--- src/rtl/angle_sensor_poller.sv ---
// angle_sensor_poller
// SPI mode-1 master that round-robins up to NUM_SENSORS AS5048-style 14-bit
// angle encoders on a shared bus. Every frame sends the read command 0xFFFF.
// Each reply is parity and EF checked, and the per-sensor angle and error
// registers are then updated.
// Replies are pipelined, so a sensor's first frame after reset only primes it.
//
// Optional build macro: ANGLE_UNWRAP_EN adds the 'turns' output. It holds a
// signed 16-bit turn counter per sensor, updated on good samples.
//
// Ports
//   clk_clk        system clock
//   reset_reset_n  synchronous active-low reset
//   enable         run the polling loop (sampled between frames)
//   sensor_mask    per-sensor poll enable (sampled between frames)
//   angle_miso     SPI data from sensors
//   angle_mosi     SPI data to sensors
//   angle_sck      SPI clock, idles low
//   angle_ss_n_o   active-low selects, at most one low
//   angles         14-bit angle of sensor i at [14i+13:14i]
//   error_flags    last reply of sensor i failed parity or had EF set
//   sample_valid   one-cycle pulse on a register commit
//   sample_index   sensor index of that commit
//   frame_count    completed frames, wrapping
//   turns          (ANGLE_UNWRAP_EN only) signed turn count per sensor
//
// state  | meaning
// IDLE   | bus quiet, waiting for enable with a non-empty mask
// SELECT | select low, setup time before the first sck edge
// SHIFT  | 16 sck periods; mosi updates on rise, miso sampled on fall
// HOLD   | sck low, select still low; commit on exit
// GAP    | select high, inter-frame spacing
// NEXT   | advance pointer, resample enable/mask
module angle_sensor_poller #(
    parameter int NUM_SENSORS = 3,
    parameter int CLK_DIV     = 8,
    parameter int GAP_CYCLES  = 50
) (
    input  logic                        clk_clk,
    input  logic                        reset_reset_n,
    input  logic                        enable,
    input  logic [NUM_SENSORS-1:0]      sensor_mask,
    input  logic                        angle_miso,
    output logic                        angle_mosi,
    output logic                        angle_sck,
    output logic [NUM_SENSORS-1:0]      angle_ss_n_o,
    output logic [14*NUM_SENSORS-1:0]   angles,
    output logic [NUM_SENSORS-1:0]      error_flags,
    output logic                        sample_valid,
    output logic [1:0]                  sample_index,
    output logic [31:0]                 frame_count
`ifdef ANGLE_UNWRAP_EN
    ,
    output logic [16*NUM_SENSORS-1:0]   turns
`endif
);

    localparam logic [2:0] ST_IDLE   = 3'd0;
    localparam logic [2:0] ST_SELECT = 3'd1;
    localparam logic [2:0] ST_SHIFT  = 3'd2;
    localparam logic [2:0] ST_HOLD   = 3'd3;
    localparam logic [2:0] ST_GAP    = 3'd4;
    localparam logic [2:0] ST_NEXT   = 3'd5;

    localparam logic [15:0] DIV_LOAD = 16'(CLK_DIV - 1);
    localparam logic [15:0] GAP_LOAD = 16'(GAP_CYCLES - 1);

    logic [2:0]             state;
    logic [1:0]             ptr;
    logic [15:0]            cnt;
    logic [3:0]             bit_cnt;
    logic [15:0]            rx;
    logic [NUM_SENSORS-1:0] primed;

    logic                   go;
    logic                   hold_done;
    logic                   cur_primed;
    logic                   good;
    logic [1:0]             first_idx;
    logic [1:0]             next_idx;

    function automatic logic [1:0] inc_idx(input logic [1:0] p);
        return (p == 2'(NUM_SENSORS - 1)) ? 2'd0 : p + 2'd1;
    endfunction

    // Lowest enabled index at or after 'start', wrapping; returns 'start' when the mask is empty.
    function automatic logic [1:0] pick(input logic [1:0] start, input logic [NUM_SENSORS-1:0] m);
        logic [1:0] cand;
        logic [1:0] r;
        logic       found;
        cand  = start;
        r     = start;
        found = 1'b0;
        for (int k = 0; k < NUM_SENSORS; k++) begin
            for (int i = 0; i < NUM_SENSORS; i++) begin
                if (!found && m[i] && cand == 2'(i)) begin
                    r     = cand;
                    found = 1'b1;
                end
            end
            cand = inc_idx(cand);
        end
        return r;
    endfunction

    function automatic logic [NUM_SENSORS-1:0] sel_n(input logic [1:0] p);
        logic [NUM_SENSORS-1:0] s;
        for (int i = 0; i < NUM_SENSORS; i++) begin
            s[i] = (2'(i) != p);
        end
        return s;
    endfunction

    always_comb begin
        go         = enable && (sensor_mask != '0);
        hold_done  = (state == ST_HOLD) && (cnt == 16'd0);
        good       = ~(^rx) & ~rx[14];
        first_idx  = pick(ptr, sensor_mask);
        next_idx   = pick(inc_idx(ptr), sensor_mask);
        cur_primed = 1'b0;
        for (int i = 0; i < NUM_SENSORS; i++) begin
            if (ptr == 2'(i)) begin
                cur_primed = primed[i];
            end
        end
    end

    always_ff @(posedge clk_clk) begin
        if (!reset_reset_n) begin
            state        <= ST_IDLE;
            ptr          <= 2'd0;
            cnt          <= 16'd0;
            bit_cnt      <= 4'd0;
            rx           <= 16'd0;
            primed       <= '0;
            angle_sck    <= 1'b0;
            angle_mosi   <= 1'b0;
            angle_ss_n_o <= '1;
            angles       <= '0;
            error_flags  <= '0;
            sample_valid <= 1'b0;
            sample_index <= 2'd0;
            frame_count  <= 32'd0;
        end else begin
            sample_valid <= 1'b0;
            case (state)
                ST_IDLE: begin
                    if (go) begin
                        ptr          <= first_idx;
                        angle_ss_n_o <= sel_n(first_idx);
                        cnt          <= DIV_LOAD;
                        state        <= ST_SELECT;
                    end
                end
                ST_SELECT: begin
                    if (cnt == 16'd0) begin
                        cnt     <= DIV_LOAD;
                        bit_cnt <= 4'd15;
                        state   <= ST_SHIFT;
                    end else begin
                        cnt <= cnt - 16'd1;
                    end
                end
                ST_SHIFT: begin
                    if (cnt == 16'd0) begin
                        cnt       <= DIV_LOAD;
                        angle_sck <= ~angle_sck;
                        if (!angle_sck) begin
                            angle_mosi <= 1'b1;
                        end else begin
                            rx <= {rx[14:0], angle_miso};
                            if (bit_cnt == 4'd0) begin
                                state <= ST_HOLD;
                            end else begin
                                bit_cnt <= bit_cnt - 4'd1;
                            end
                        end
                    end else begin
                        cnt <= cnt - 16'd1;
                    end
                end
                ST_HOLD: begin
                    if (cnt == 16'd0) begin
                        angle_ss_n_o <= '1;
                        angle_mosi   <= 1'b0;
                        cnt          <= GAP_LOAD;
                        frame_count  <= frame_count + 32'd1;
                        state        <= ST_GAP;
                        for (int i = 0; i < NUM_SENSORS; i++) begin
                            if (ptr == 2'(i)) begin
                                primed[i] <= 1'b1;
                                if (primed[i]) begin
                                    if (good) begin
                                        angles[14*i +: 14] <= rx[13:0];
                                        error_flags[i]     <= 1'b0;
                                    end else begin
                                        error_flags[i]     <= 1'b1;
                                    end
                                end
                            end
                        end
                        if (cur_primed) begin
                            sample_valid <= 1'b1;
                            sample_index <= ptr;
                        end
                    end else begin
                        cnt <= cnt - 16'd1;
                    end
                end
                ST_GAP: begin
                    if (cnt == 16'd0) begin
                        state <= ST_NEXT;
                    end else begin
                        cnt <= cnt - 16'd1;
                    end
                end
                ST_NEXT: begin
                    ptr <= next_idx;
                    if (go) begin
                        angle_ss_n_o <= sel_n(next_idx);
                        cnt          <= DIV_LOAD;
                        state        <= ST_SELECT;
                    end else begin
                        state <= ST_IDLE;
                    end
                end
                default: state <= ST_IDLE;
            endcase
        end
    end

`ifdef ANGLE_UNWRAP_EN
    // 'tracking' marks that the stored angle is a valid reference for unwrapping.
    logic [NUM_SENSORS-1:0] tracking;
    logic [13:0]            old_angle;
    logic signed [14:0]     diff;

    always_comb begin
        old_angle = 14'd0;
        for (int i = 0; i < NUM_SENSORS; i++) begin
            if (ptr == 2'(i)) begin
                old_angle = angles[14*i +: 14];
            end
        end
        // 15-bit difference so that a jump across the 0/16383 seam is visible beyond +-8192.
        diff = {1'b0, rx[13:0]} - {1'b0, old_angle};
    end

    always_ff @(posedge clk_clk) begin
        if (!reset_reset_n) begin
            turns    <= '0;
            tracking <= '0;
        end else if (hold_done && cur_primed) begin
            for (int i = 0; i < NUM_SENSORS; i++) begin
                if (ptr == 2'(i)) begin
                    if (!good) begin
                        tracking[i] <= 1'b0;
                    end else begin
                        tracking[i] <= 1'b1;
                        if (tracking[i]) begin
                            if (diff < -15'sd8192) begin
                                turns[16*i +: 16] <= turns[16*i +: 16] + 16'd1;
                            end else if (diff > 15'sd8192) begin
                                turns[16*i +: 16] <= turns[16*i +: 16] - 16'd1;
                            end
                        end
                    end
                end
            end
        end
    end
`endif

endmodule

--- config.mk ---
export PLATFORM = sky130hd
export DESIGN_NAME = angle_sensor_poller
export DESIGN_NICKNAME = d
export VERILOG_FILES = /design/src/rtl/angle_sensor_poller.sv
export SDC_FILE = /design/constraint.sdc
export NUM_CORES = 1
export LEC_CHECK = 0
export BUFFER_PORTS_ARGS = -buffer_cell sky130_fd_sc_hd__buf_2
export CORE_MARGIN = 2
export CORE_UTILIZATION = 48
export CTS_CLUSTER_DIAMETER = 100
export DETAILED_ROUTE_END_ITERATION = 7
export MAX_ROUTING_LAYER = met4
export PLACE_DENSITY_LB_ADDON = 0.2
export SKIP_CTS_REPAIR_TIMING = 1
export SLEW_MARGIN = 20
export SYNTH_ARGS = -nofsm -noshare
export SYNTH_HDL_FRONTEND = slang
export SYNTH_SLANG_ARGS = --single-unit
export TNS_END_PERCENT = 50
--- constraint.sdc ---
create_clock -name clk_clk -period 2.7 [get_ports clk_clk]
set_input_delay 0.27 -clock clk_clk [delete_from_list [all_inputs] [get_ports clk_clk]]
set_output_delay 0.27 -clock clk_clk [all_outputs]
set_load 0.01 [all_outputs]
==> results.md <==
* Pins Over Slew Limit at 0
* Hpwl dp at between 10,000 and 15,000 um
* H-tree levels at 4
* Startpoint Class: register
* Drt drc at 0
* Die W at roughly 120 um
* GP Congestion at 0.879
* Via count at approximately 5,400
* Ys Warns at 0
* Avg Cell Area, Syn at 8.81 sq um
* Tcrit/Tclk final at 0.930
* GRT Residual Overflow at 0
* CTS Sinks at ~130
* Post-layout min period at around 2.5 ns
* Hold Path Sink: rx[0]$_SDFFE_PN0P_
* Area growth from synthesis to layout at 21.0%
* Clock skew at slightly below 0.01 ns
* Clock slew at reported path FFs at about 0.060 ns
* Synth Area in Compound Gates at 0.146
* Worst r2r path cells at 7
* Synth Cell Area at 6140 sq um
* Main combinational cell family by area after synthesis: simple AND/OR/NAND/NOR gates
* CP arrival at between 2 and 3 ns
* CTS buffer count at 17
* Drt pass-1 iters at 5
* Worst-Margin Slew at 0.841 ns
* Top-count cell post-synth: nand2_1
* Post-Route WL at roughly 15,000 um
* Crit path kind: register to register
* Largest net degree at the start of global routing at 90
* Max cap viols at 0
* P per Cell Area at around 820 nW/um^2
* Slew HR at 0.440
* Die Area at 13,700 sq um
* Worst-path fanout max at 17
* N_diodes at 0
* Layout cell share with drive strength beyond 1 at 0.206
* Post-layout util at 0.591
* Mapped Nets at between 700 and 800
* Hold path cells at 3
* P_leak at 2.96 nW
* RSZ-0062 raised after global routing: false
* Core Region at about 13,000 sq um
* Yosys top cell area share at 0.421
* Vias per cell at 5.58
* Worst reg2reg path endpoint: cnt[12]$_SDFFE_PN0P_
* XOR/XNOR share of the synthesized area at 0.0355
* First-pass GRT wire length at around 24,000 um
* Dominant cell type by area after synthesis: dfxtp_1
* Hold Path Class: input pin to register
* Setup-failing EPs final at 0
* Flops & latches, synth at between 100 and 150
* Layout Nets at 796
* Outcome: finished, final reports clean
* Starting DRT DRC Count at about 470
* Setup Total Neg Slack at 0 ns
* Reg2reg setup slack at 0.19 ns
* Routed length per instance at 15.3 um
* Post-Syn Instances at 697
* Adder-cell share of the synthesized area at 0.00815
* I/O Pins at 92
* Post-synth cell types at 66
* Hold Fails Final Rpt at 0
* PortBufs at 91
* Worst hold start: angle_miso
* TritonCTS clock tree: built
* Seq/Total Area, Yosys at 0.421
* Simple-gate share of the synthesized area at 0.261
* Crit Reg-Reg Startpoint: cnt[0]$_SDFFE_PN0P_
* Initial core utilization at 0.489
* EDFF count, synth at 0
* Clock Path Buffers at 2
* Post-synth top flop: dfxtp_1
* Worst vdd ir at approximately 0.00054 V
* CP startpoint: cnt[0]$_SDFFE_PN0P_
* Vias in the first global route at ~5,000
* Chip height at roughly 120 um
* GRT Overall Usage at 0.229
* Asr flop ratio synth at 0
* Row Count at 41
* Clock latency on the worst-skew pair at around 0.42 ns
* CTS root buf: clkbuf_16
* WP data required at about 3.1 ns
* Synth cell count leaders: nand2_1 (138), dfxtp_1 (129), mux2i_1 (53)
* Fmax at about 400 MHz
* Initial antenna violation count at 0
* Antenna viol nets, final at 0
* Multiplexer share of the synthesized area at 0.0864
* Type of destination of the critical path: register
* Largest cells by area after synthesis: dfxtp_1 (42%), mux2i_1 (8.6%), nand2_1 (8.4%), a21oi_1 (3.5%), xnor2_1 (2.1%)
-- cells in the final DEF, fill, tap and decap left out, types with 5 or more instances in the layout --
master | Yosys | routed
dfxtp_1 | 129 | 129
o41ai_1 | 7 | 7
nand2_1 | 138 | 138
nor3_1 | 14 | 14
buf_2 | 8 | 90
or4_1 | 15 | 15
o211ai_1 | 9 | 9
o21ai_0 | 15 | 15
o311ai_0 | 5 | 5
xnor2_1 | 15 | 15
nand4_1 | 12 | 12
nand2b_1 | 20 | 20
clkbuf_16 | 0 | 17
a21oi_1 | 43 | 43
nand3_1 | 11 | 11
nor2_1 | 31 | 31
nor4_1 | 8 | 7
and3_1 | 6 | 6
inv_1 | 16 | 16
mux2i_1 | 53 | 53
o31ai_1 | 9 | 9
nor4_4 | 6 | 6
buf_4 | 0 | 21
a31oi_1 | 10 | 10
and4_1 | 6 | 6
-- report_power, final --
| part | switching (mW) | internal (mW) | total, mW |
|---|---|---|---|
| registers | 0.182 | 2.02 | 2.20 |
| clock network | 0.855 | 1.62 | 2.48 |
| logic | 0.871 | 0.546 | 1.42 |
| total | 1.91 | 4.18 | 6.09 |
-- registers in the layout, indices dropped and copies added, names as in the netlist, 2 cells and up --
| name | cells |
|---|---|
| angle_ss_n_o | 3 |
| angles | 42 |
| bit_cnt | 4 |
| cnt | 16 |
| error_flags | 3 |
| frame_count | 32 |
| primed | 3 |
| ptr | 2 |
| rx | 16 |
| sample_index | 2 |
| state | 3 |
-- routing by layer --
| layer | routed length [um] | GRT usage |
|---|---|---|
| met1 | 6710 | 0.274 |
| met2 | 7250 | 0.373 |
| met3 | 602 | 0.0530 |
| met4 | 246 | 0.0902 |
| met5 | 0 | - |
-- through the flow --
stage	instances	power (mW)	area (sq um)	hold WS (ns)	worst slack, ns
floorplan	697	3.27	6140	0.410	0.497
global placement	938	3.57	6790	0.441	0.324
detailed placement	938	3.63	6790	0.444	0.206
CTS	970	6.12	7430	0.0835	0.186
global route	970	6.40	7430	0.0943	0.0328
finish	970	6.09	7430	0.102	0.189
-- logic make-up after synthesis --
group           count (synthesis)
simple gates                  299
compound gates                133
flops                         129
buf+inv                        59
mux                            53
xor+xnor                       20
fa+ha+maj                       4
-- worst max-delay path: stages (launching register included) --
cell	delay, ns
dfxtp_1	0.39
inv_1	0.08
ha_1	0.24
nor4b_1	0.16
and4_1	0.30
a221o_1	0.53
or4_1	0.57
a21oi_1	0.16
-- how the worst max path moves through the flow --
| stage | end | slack [ns] |
|---|---|---|
| 2_1_floorplan | frame_count[26]$_SDFFE_PN0P_ | 0.50 |
| 3_3_place_gp | cnt[12]$_SDFFE_PN0P_ | 0.32 |
| 3_5_place_dp | cnt[12]$_SDFFE_PN0P_ | 0.21 |
| 4_1_cts | cnt[12]$_SDFFE_PN0P_ | 0.19 |
| 5_1_grt | cnt[12]$_SDFFE_PN0P_ | 0.03 |
| 6_report | cnt[12]$_SDFFE_PN0P_ | 0.19 |
-- area by class of cell --
type / instances / area, sq um
Fill cell: 1081 / 5140
Tap cell: 172 / 215
Multi-Input combinational cell: 509 / 3300
Clock inverter: 12 / 176
Inverter: 16 / 60.1
Sequential cell: 129 / 2580
Timing Repair Buffer: 112 / 628
Clock buffer: 20 / 467
Power figures use the tool's default switching activity.
